--- src/rtl/micro_seq_pkg.sv ---
// Shared definitions for the micro-sequencer: next-address select codes,
// parameter defaults and a small width helper.
package micro_seq_pkg;

  localparam int STATE_W_DEF     = 8;
  localparam int COND_W_DEF      = 4;
  localparam int RESET_ADDR_DEF  = 0;
  localparam int STACK_DEPTH_DEF = 4;

  // Next-address select codes carried in the control-store NSel field.
  // Codes 1010..1111 are unassigned and advance like NS_INC.
  typedef enum logic [3:0] {
    NS_DEC         = 4'b0000,
    NS_RESET       = 4'b0001,
    NS_CR          = 4'b0010,
    NS_INC         = 4'b0011,
    NS_CR_IF       = 4'b0100,
    NS_WAIT        = 4'b0101,
    NS_CR_ELSE_DEC = 4'b0110,
    NS_RESET_IF    = 4'b0111,
    NS_CALL        = 4'b1000,
    NS_RET         = 4'b1001
  } nsel_t;

  // Width of an index able to address n items (never narrower than 1 bit).
  function automatic int sel_width(input int n);
    return (n > 1) ? $clog2(n) : 1;
  endfunction

endpackage

--- src/rtl/micro_seq_if.sv ---
// Control-store / status bundle between the control unit (master) and the
// micro-sequencer (slave).
interface micro_seq_if
  import micro_seq_pkg::*;
#(
  parameter int STATE_W = STATE_W_DEF,
  parameter int COND_W  = COND_W_DEF
);

  localparam int CSEL_W = sel_width(COND_W);

  logic                En;
  logic [3:0]          NSel;
  logic                Inv;
  logic [CSEL_W-1:0]   CondSel;
  logic [COND_W-1:0]   Cond;
  logic [STATE_W-1:0]  CR;
  logic [STATE_W-1:0]  DecAddr;
  logic [STATE_W-1:0]  State;
  logic                Sts;
  logic                StkErr;

  modport master (
    output En, NSel, Inv, CondSel, Cond, CR, DecAddr,
    input  State, Sts, StkErr
  );

  modport slave (
    input  En, NSel, Inv, CondSel, Cond, CR, DecAddr,
    output State, Sts, StkErr
  );

endinterface

--- src/rtl/micro_stack.sv ---
// Return-address LIFO for the micro-sequencer. Only present when the
// MICROSTACK_EN macro is defined; otherwise this file contributes nothing.
`ifdef MICROSTACK_EN
module micro_stack #(
  parameter int DEPTH = 4,
  parameter int WIDTH = 8
) (
  input  logic             clk,
  input  logic             rst,
  input  logic             push,
  input  logic             pop,
  input  logic [WIDTH-1:0] din,
  output logic [WIDTH-1:0] dout,
  output logic             full,
  output logic             empty
);

  // ptr counts valid entries, so it needs to represent DEPTH itself.
  localparam int PTR_W = $clog2(DEPTH + 1);
  localparam int IDX_W = (DEPTH > 1) ? $clog2(DEPTH) : 1;

  logic [WIDTH-1:0] mem [DEPTH];
  logic [PTR_W-1:0] ptr;
  logic [IDX_W-1:0] wr_idx;
  logic [IDX_W-1:0] rd_idx;

  assign full   = (ptr == PTR_W'(DEPTH));
  assign empty  = (ptr == '0);
  assign wr_idx = IDX_W'(ptr);
  assign rd_idx = IDX_W'(ptr - PTR_W'(1));
  assign dout   = mem[rd_idx];

  // Entry count: push on a full stack and pop on an empty one are ignored.
  always_ff @(posedge clk or posedge rst) begin
    if (rst) begin
      ptr <= '0;
    end else if (push && !full) begin
      ptr <= ptr + PTR_W'(1);
    end else if (pop && !empty) begin
      ptr <= ptr - PTR_W'(1);
    end
  end

  // Storage needs no reset: an empty pointer makes every entry stale anyway.
  always_ff @(posedge clk) begin
    if (push && !full) begin
      mem[wr_idx] <= din;
    end
  end

endmodule
`endif

--- src/rtl/micro_sequencer.sv ---
// Microprogram sequencer: picks the next microaddress from decoder, CR,
// increment, reset address or (optionally) a return stack, qualified by a
// selectable, invertible condition bit.
// Optional feature macro: MICROSTACK_EN (return stack with CALL/RET codes).
module micro_sequencer
  import micro_seq_pkg::*;
#(
  parameter int STATE_W     = STATE_W_DEF,
  parameter int COND_W      = COND_W_DEF,
  parameter int RESET_ADDR  = RESET_ADDR_DEF,
  parameter int STACK_DEPTH = STACK_DEPTH_DEF
) (
  input logic        Clk,
  input logic        Reset,
  micro_seq_if.slave bus
);

  localparam logic [STATE_W-1:0] RST_ADDR = STATE_W'(RESET_ADDR);

  // Reject configurations outside the supported ranges at elaboration.
  if (STATE_W < 4 || STATE_W > 12 || COND_W < 1 || COND_W > 16 || STACK_DEPTH < 1) begin : g_param_check
    $error("micro_sequencer: parameter out of supported range");
  end

  logic [STATE_W-1:0] state_q;
  logic [STATE_W-1:0] inc_addr;
  logic [STATE_W-1:0] next_addr;
  logic               cond_bit;
  logic               sts;
  nsel_t              sel;

`ifdef MICROSTACK_EN
  logic               push_req;
  logic               pop_req;
  logic               err_set;
  logic               stk_full;
  logic               stk_empty;
  logic [STATE_W-1:0] stk_top;
  logic               err_q;
`endif

  assign inc_addr  = state_q + STATE_W'(1);
  assign sel       = nsel_t'(bus.NSel);
  assign sts       = cond_bit ^ bus.Inv;
  assign bus.Sts   = sts;
  assign bus.State = state_q;

  // Condition mux; an index past the last condition input reads as 0.
  always_comb begin
    cond_bit = 1'b0;
    if (int'(bus.CondSel) < COND_W) begin
      cond_bit = bus.Cond[bus.CondSel];
    end
  end

  // Next-address selection plus stack requests for CALL/RET.
  always_comb begin
    next_addr = inc_addr;
`ifdef MICROSTACK_EN
    push_req  = 1'b0;
    pop_req   = 1'b0;
    err_set   = 1'b0;
`endif
    case (sel)
      NS_DEC:         next_addr = bus.DecAddr;
      NS_RESET:       next_addr = RST_ADDR;
      NS_CR:          next_addr = bus.CR;
      NS_INC:         next_addr = inc_addr;
      NS_CR_IF:       next_addr = sts ? bus.CR : inc_addr;
      NS_WAIT:        next_addr = sts ? inc_addr : state_q;
      NS_CR_ELSE_DEC: next_addr = sts ? bus.CR : bus.DecAddr;
      NS_RESET_IF:    next_addr = sts ? RST_ADDR : inc_addr;
`ifdef MICROSTACK_EN
      NS_CALL: begin
        next_addr = bus.CR;
        if (stk_full) begin
          err_set = 1'b1;
        end else begin
          push_req = 1'b1;
        end
      end
      NS_RET: begin
        if (stk_empty) begin
          next_addr = RST_ADDR;
          err_set   = 1'b1;
        end else begin
          next_addr = stk_top;
          pop_req   = 1'b1;
        end
      end
`endif
      default:        next_addr = inc_addr;
    endcase
  end

  // Microaddress register; En=0 freezes it.
  always_ff @(posedge Clk or posedge Reset) begin
    if (Reset) begin
      state_q <= RST_ADDR;
    end else if (bus.En) begin
      state_q <= next_addr;
    end
  end

`ifdef MICROSTACK_EN
  micro_stack #(
    .DEPTH (STACK_DEPTH),
    .WIDTH (STATE_W)
  ) u_stack (
    .clk   (Clk),
    .rst   (Reset),
    .push  (push_req && bus.En),
    .pop   (pop_req && bus.En),
    .din   (inc_addr),
    .dout  (stk_top),
    .full  (stk_full),
    .empty (stk_empty)
  );

  // Sticky overflow/underflow flag; only Reset clears it.
  always_ff @(posedge Clk or posedge Reset) begin
    if (Reset) begin
      err_q <= 1'b0;
    end else if (bus.En && err_set) begin
      err_q <= 1'b1;
    end
  end

  assign bus.StkErr = err_q;
`else
  assign bus.StkErr = 1'b0;
`endif

endmodule
--- src/flat_wrapper.sv ---
// flat-port wrapper written by rule: the top's interface ports become plain ports
module micro_sequencer_flat import micro_seq_pkg::*;
#(
  parameter int STATE_W     = STATE_W_DEF,
  parameter int COND_W      = COND_W_DEF,
  parameter int RESET_ADDR  = RESET_ADDR_DEF,
  parameter int STACK_DEPTH = STACK_DEPTH_DEF
)
  (Clk, Reset, bus_En, bus_NSel, bus_Inv, bus_CondSel, bus_Cond, bus_CR, bus_DecAddr, bus_State, bus_Sts, bus_StkErr);
  micro_seq_if #(.STATE_W(STATE_W), .COND_W(COND_W)) bus_i ();
  input logic Clk;
  input logic Reset;
  input wire logic [$bits(bus_i.En)-1:0] bus_En;
  input wire logic [$bits(bus_i.NSel)-1:0] bus_NSel;
  input wire logic [$bits(bus_i.Inv)-1:0] bus_Inv;
  input wire logic [$bits(bus_i.CondSel)-1:0] bus_CondSel;
  input wire logic [$bits(bus_i.Cond)-1:0] bus_Cond;
  input wire logic [$bits(bus_i.CR)-1:0] bus_CR;
  input wire logic [$bits(bus_i.DecAddr)-1:0] bus_DecAddr;
  output wire logic [$bits(bus_i.State)-1:0] bus_State;
  output wire logic [$bits(bus_i.Sts)-1:0] bus_Sts;
  output wire logic [$bits(bus_i.StkErr)-1:0] bus_StkErr;
  assign bus_i.En = bus_En;
  assign bus_i.NSel = bus_NSel;
  assign bus_i.Inv = bus_Inv;
  assign bus_i.CondSel = bus_CondSel;
  assign bus_i.Cond = bus_Cond;
  assign bus_i.CR = bus_CR;
  assign bus_i.DecAddr = bus_DecAddr;
  assign bus_State = bus_i.State;
  assign bus_Sts = bus_i.Sts;
  assign bus_StkErr = bus_i.StkErr;
  micro_sequencer #(.STATE_W(STATE_W), .COND_W(COND_W), .RESET_ADDR(RESET_ADDR), .STACK_DEPTH(STACK_DEPTH)) u_core (.Clk(Clk), .Reset(Reset), .bus(bus_i));
endmodule
--- config.mk ---
export PLATFORM = sky130hd
export DESIGN_NAME = micro_sequencer_flat
export DESIGN_NICKNAME = d
export VERILOG_FILES = /design/src/rtl/micro_seq_pkg.sv /design/src/rtl/micro_seq_if.sv /design/src/rtl/micro_stack.sv /design/src/rtl/micro_sequencer.sv /design/src/flat_wrapper.sv
export SDC_FILE = /design/constraint.sdc
export NUM_CORES = 1
export LEC_CHECK = 0
export ABC_AREA = 1
export CAP_MARGIN = 0
export CORE_MARGIN = 10
export CORE_UTILIZATION = 42
export DETAILED_ROUTE_END_ITERATION = 16
export HOLD_SLACK_MARGIN = 0.02
export PLACE_DENSITY = 0.79
export SYNTH_ARGS = -nofsm -noshare
export SYNTH_HDL_FRONTEND = slang
export SYNTH_SLANG_ARGS = --single-unit
export TNS_END_PERCENT = 5
--- constraint.sdc ---
create_clock -name Clk -period 2 [get_ports Clk]
set_clock_uncertainty 0.1 [all_clocks]
set_input_delay 0.4 -clock Clk [delete_from_list [all_inputs] [get_ports Clk]]
set_output_delay 0.4 -clock Clk [all_outputs]
set_load 0.005 [all_outputs]
# After elaboration in Yosys (flattened, before gate mapping)
# Index checks and enable logic that the tools add are counted.
[word_totals]
romBits = 0
in_bits = 30
ff_bits = 8
word_cells = 20
mem_count = 0
latch_bits = 0
ramBits = 0
out_inout_bits = 10
[classes]
n_div = 0
eq_ne = 7
mul = 0
shifts = 0
bitwise = 1
reduce_logical = 2
n_addsub = 1
order_cmp = 1
mux = 7
[ops]
columns = ["cell", "count"]
rows = [
  ["one-hot mux 8 bit (7 select lines)", 1],
  ["2-to-1 mux 8 bit", 4],
  ["== test 4 x 3 -> 1 bit, second input constant", 4],
  ["adder 8 x 1 -> 8 bit, second input constant", 1],
  ["== test 4 x 1 -> 1 bit, second input constant", 1],
  ["== test 4 x 2 -> 1 bit, second input constant", 1],
  ["logical NOT 4 bit", 1],
  ["< comparator 2 x 3 -> 1 bit, second input constant", 1],
  ["binary-select mux 1 bit (select 2 bit)", 1],
  ["!= test 2 x 1 -> 1 bit, second input constant", 1],
  ["AND reduction 2 bit", 1],
  ["2-to-1 mux 1 bit", 1],
  ["bitwise XOR 1 bit", 1],
]

# Depth between registers and ports, before layout
[logic_depth]
word_depth = 5
mapped_depth = 13
ltp_nobuf = 13

# Worst setup path after synthesis
# OpenSTA, ideal clock, no wires.
[synth_timing]
path_kind = "register -> register"
from = "register u_core.state_q[0] (netlist: u_core.bus.State[0])"
to = "register u_core.state_q[4] (netlist: u_core.bus.State[4])"
arrival_ns = 1.261
n_path_buf = 0
setup_ns = 0.116
slack_ns = 0.522
required_ns = 1.784
path_stages_with_launch = 14
synth_period_minus_slack_ns = 1.478
cell_sequence = "dfrtp_1 ha_1 nand2_1 inv_1 nand2_1 nand2_1 o21ai_0 inv_1 nand2_1 nand2_1 nand2_1 nand3_1 nand2_1 nand2_1"
[synth_between]
elab_chain_cells = 3
elab_cells_between_ends = 5
cone_classes = "1 x add/sub; 4 x mux"
[synth_lines]
columns = ["item", "line_no", "rtl"]
rows = [
  ["start, declared", "micro_sequencer.sv:25", "logic [STATE_W-1:0] state_q;"],
  ["start signal, assigned", "micro_sequencer.sv:101", "state_q <= next_addr;"],
  ["adder 8 x 1 -> 8 bit (*)", "micro_sequencer.sv:42", "assign inc_addr = state_q + STATE_W'(1);"],
  ["2-to-1 mux 8 bit, on equally long branches", "micro_sequencer.sv:72, micro_sequencer.sv:69, micro_sequencer.sv:70", ""],
  ["one-hot mux 8 bit (7 select lines) (*)", "micro_sequencer.sv:64", "case (sel)"],
]
# Mark *: on every way between the ends. The rest lies on a longest branch, timed or not. The select of a mux whose other input is x is not followed.
# A chain may end at the register's enable or synchronous reset.

# Worst setup path in the final report
[layout_timing]
from = "input port bus_Cond[3]"
to = "output port bus_Sts"
[layout_between]
elab_chain_cells = 3
[layout_lines]
columns = ["item", "line_no", "rtl"]
rows = [
  ["start, declared", "flat_wrapper.sv:17", "input wire logic [$bits(bus_i.Cond)-1:0] bus_Cond;"],
  ["binary-select mux 1 bit (select 2 bit)", "micro_sequencer.sv:52", "cond_bit = bus.Cond[bus.CondSel];"],
  ["2-to-1 mux 1 bit (implied by the code)", "micro_sequencer.sv:52", ""],
  ["bitwise XOR 1 bit", "micro_sequencer.sv:44", "assign sts = cond_bit ^ bus.Inv;"],
  ["end, declared", "flat_wrapper.sv:21", "output wire logic [$bits(bus_i.Sts)-1:0] bus_Sts;"],
]
# No other way between the ends. The select of a mux whose other input is x is not followed.

==> impl_metrics.toml <==
[pwr]
powerDensity_mw_per_mm2 = 542.8
vdd_drop_max_mv = 0.2861
leakagePower_nw = 0.7316

[detailed_routing]
drc = 0
postRouteWirelength_mm = 2.925
ant_nets = 0
num_vias = 1145
avgRoutedWirePerCell_um = 12.19
first_pass_iters = 5
drtIter0Drc = 74
viasPerCell = 4.771

[sta]
finalSetupViolations = 0
rsz0062_at_grt = "false"
timing.setup.tns_ns = 0
hold_viol_final = 0
period_share_pct = 98.07
fmax_mhz = 509.8
period_minus_slack_ns = 1.961
finalMaxSlewViolations = 0

[die]
coreArea_mm2 = 0.002191
ioPinCount = 40
dieHeight_um = 67.83
start_util_pct = 43.86
rows = 17
die_area_mm2 = 0.004601
die_w_um = 67.83

[setup_path]
slowest_delay_ns = 0.45
r2r-start = "u_core.bus.State[0]$_DFFE_PP0P_"
worstSetupEndpointType = "output port"
worstSetupPathType = "input port to output port"
cp-start-kind = "input port"
required_ns = 1.50
critPathMaxFanout = 3
crit_path_start = "bus_Cond[3]"
arrival_ns = 1.46
crit_chain = "clkdlybuf4s50_1 > nand2_1 > nand3_2 > nand2_2 > nand2_1 > nand2_2 > clkdlybuf4s15_2"
reg2reg_slack_ns = 0.30
cpMaxStageDelayCell = "clkdlybuf4s50_1"

[layout]
fill_cells = 199
drive_gt1_share_pct = 18.40
largest_reg_flops = 8
antenna_cells = 0
final_area_mm2 = 0.001450
final_util_pct = 66.19
multi_input_area_um2 = 658.1
mostFrequentLayoutCells = "nand2_1, clkdlybuf4s50_1, inv_1"
final_common_cell = "nand2_1"
num-nets-final = 245
regArea_um2 = 200.2
syn_to_final_growth_pct = 50.91

[clock_tree]
ctsHoldBuffers = 0
ctsRootBufferMaster = "clkbuf_4"
cts_inserted_buffers = 3
post-cts-setup-buffers = 0
clockBufferDepth = 2
clk_pin_slew_ns = 0.06
cts_tree = "done"
htreeDepth = 1
cts.sinks = 8
clk-insertion-delay-late_ns = 0.26

[synthesis]
synth.area.top_cells = "nand2_1, dfrtp_1, nand3_1"
ys_seq_area_share_pct = 20.83
synthCells = 166
yosys_warnings = 0
synthesis.area_um2 = 960.9
ys.flop_type = "dfrtp_1"
synth_fp_nets = 197
synth_top_area_cell = "nand2_1"
ys_seq_elements = 8
ys_async_sr_fraction_pct = 100.0
ys_types = 26
synth_edf_count = 0
syn_area_per_cell_um2 = 5.789
synth_top_area_share_pct = 24.61

[grt]
antenna_found_initial = 0
grt_max_degree = 9
grt_remaining_overflow = 0
grtUsageTotal_pct = 13.47
grt_pass1_vias = 1103
grt_pass1_wl_mm = 4.919

[placed_design]
routabilityCongestion = 0.8078
dpl.hpwl_mm = 2.527
port-buffer-count = 38
placed_area_mm2 = 0.001423

[job]
drv_cap = 0

[status]
status = "completed"

[worst_hold_path]
hp-class = "input port to async pin"
cells by family (layout without fill, tap and decap cells):
kind of cell / count (synthesis) / count (layout) / share of synthesized area (%)
AO/OA/AOI/OAI: 14 / 14 / 10.42
XOR/XNOR: 3 / 3 / 2.735
adder cells (fa/ha/maj): 1 / 1 / 1.302
buffers and inverters: 25 / 71 / 10.94
flip-flops: 8 / 8 / 20.83
other: 1 / 1 / 0.3903
AND/OR/NAND/NOR: 114 / 114 / 53.39
Yosys cell counts, types with 2 or more instances:
master	n
nand3_1	17
xor2_1	2
o21ai_2	2
inv_1	18
nand3_2	2
a21oi_2	6
nor2_1	17
o21ai_1	3
a21oi_1	2
nand2_2	8
inv_2	5
dfrtp_1	8
nand2_1	63
layout make-up:
class,instances,area share [%]
Multi-Input combinational cell,133,45.38
Timing Repair Buffer,45,30.89
Sequential cell,8,13.81
Inverter,23,5.953
Tap cell,28,2.416
Clock buffer,3,1.553
layer usage:
layer  wire length [um]  GRT usage, %
met4                 45         5.276
met2               1528         24.65
met1               1222         15.78
met5                  0             0
met3                128         1.142
where the power goes:
part           switching [mW]  internal [mW]  total [mW]  leakage [nW]
clock                  0.0645         0.0693       0.134        0.0138
combinational           0.196          0.218       0.414         0.620
sequential             0.0431          0.196       0.239        0.0983
worst max-delay path, delay by kind of cell:
kind                   cells  cell delay, ns
buffers and inverters      2            0.67
and+or+nand+nor            5            0.38
worst paths after layout:
path | endpoint | depth (start not counted)
worst max-delay path | bus_Sts | 7
worst min-delay path | u_core.bus.State[3]$_DFFE_PP0P_ | 2
worst max register to register | u_core.bus.State[4]$_DFFE_PP0P_ | 13
worst min register to register | u_core.bus.State[1]$_DFFE_PP0P_ | 2
max in group asynchronous | u_core.bus.State[4]$_DFFE_PP0P_ | 2
min in group Clk | u_core.bus.State[1]$_DFFE_PP0P_ | 2
through the flow:
stage          power, mW  setup slack, ns  hold WS, ns  std cells
6_report          0.7871          0.03856       0.2831        240
5_1_grt           0.8603       0.00001266       0.3261        240
4_1_cts           0.7877         0.004435       0.2984        240
3_5_place_dp      0.6556          -0.4054       0.4477        237
3_3_place_gp      0.6406          -0.3158       0.4388        237
2_1_floorplan     0.4521           0.5224       0.1157        166
timing repair:
item / in CTS / in global routing
pin swaps: 0 / 1
gates resized for setup: 4 / 2
setup endpoints to repair: 1 / 1
Note: power is estimated with default switching activity, not from simulation.
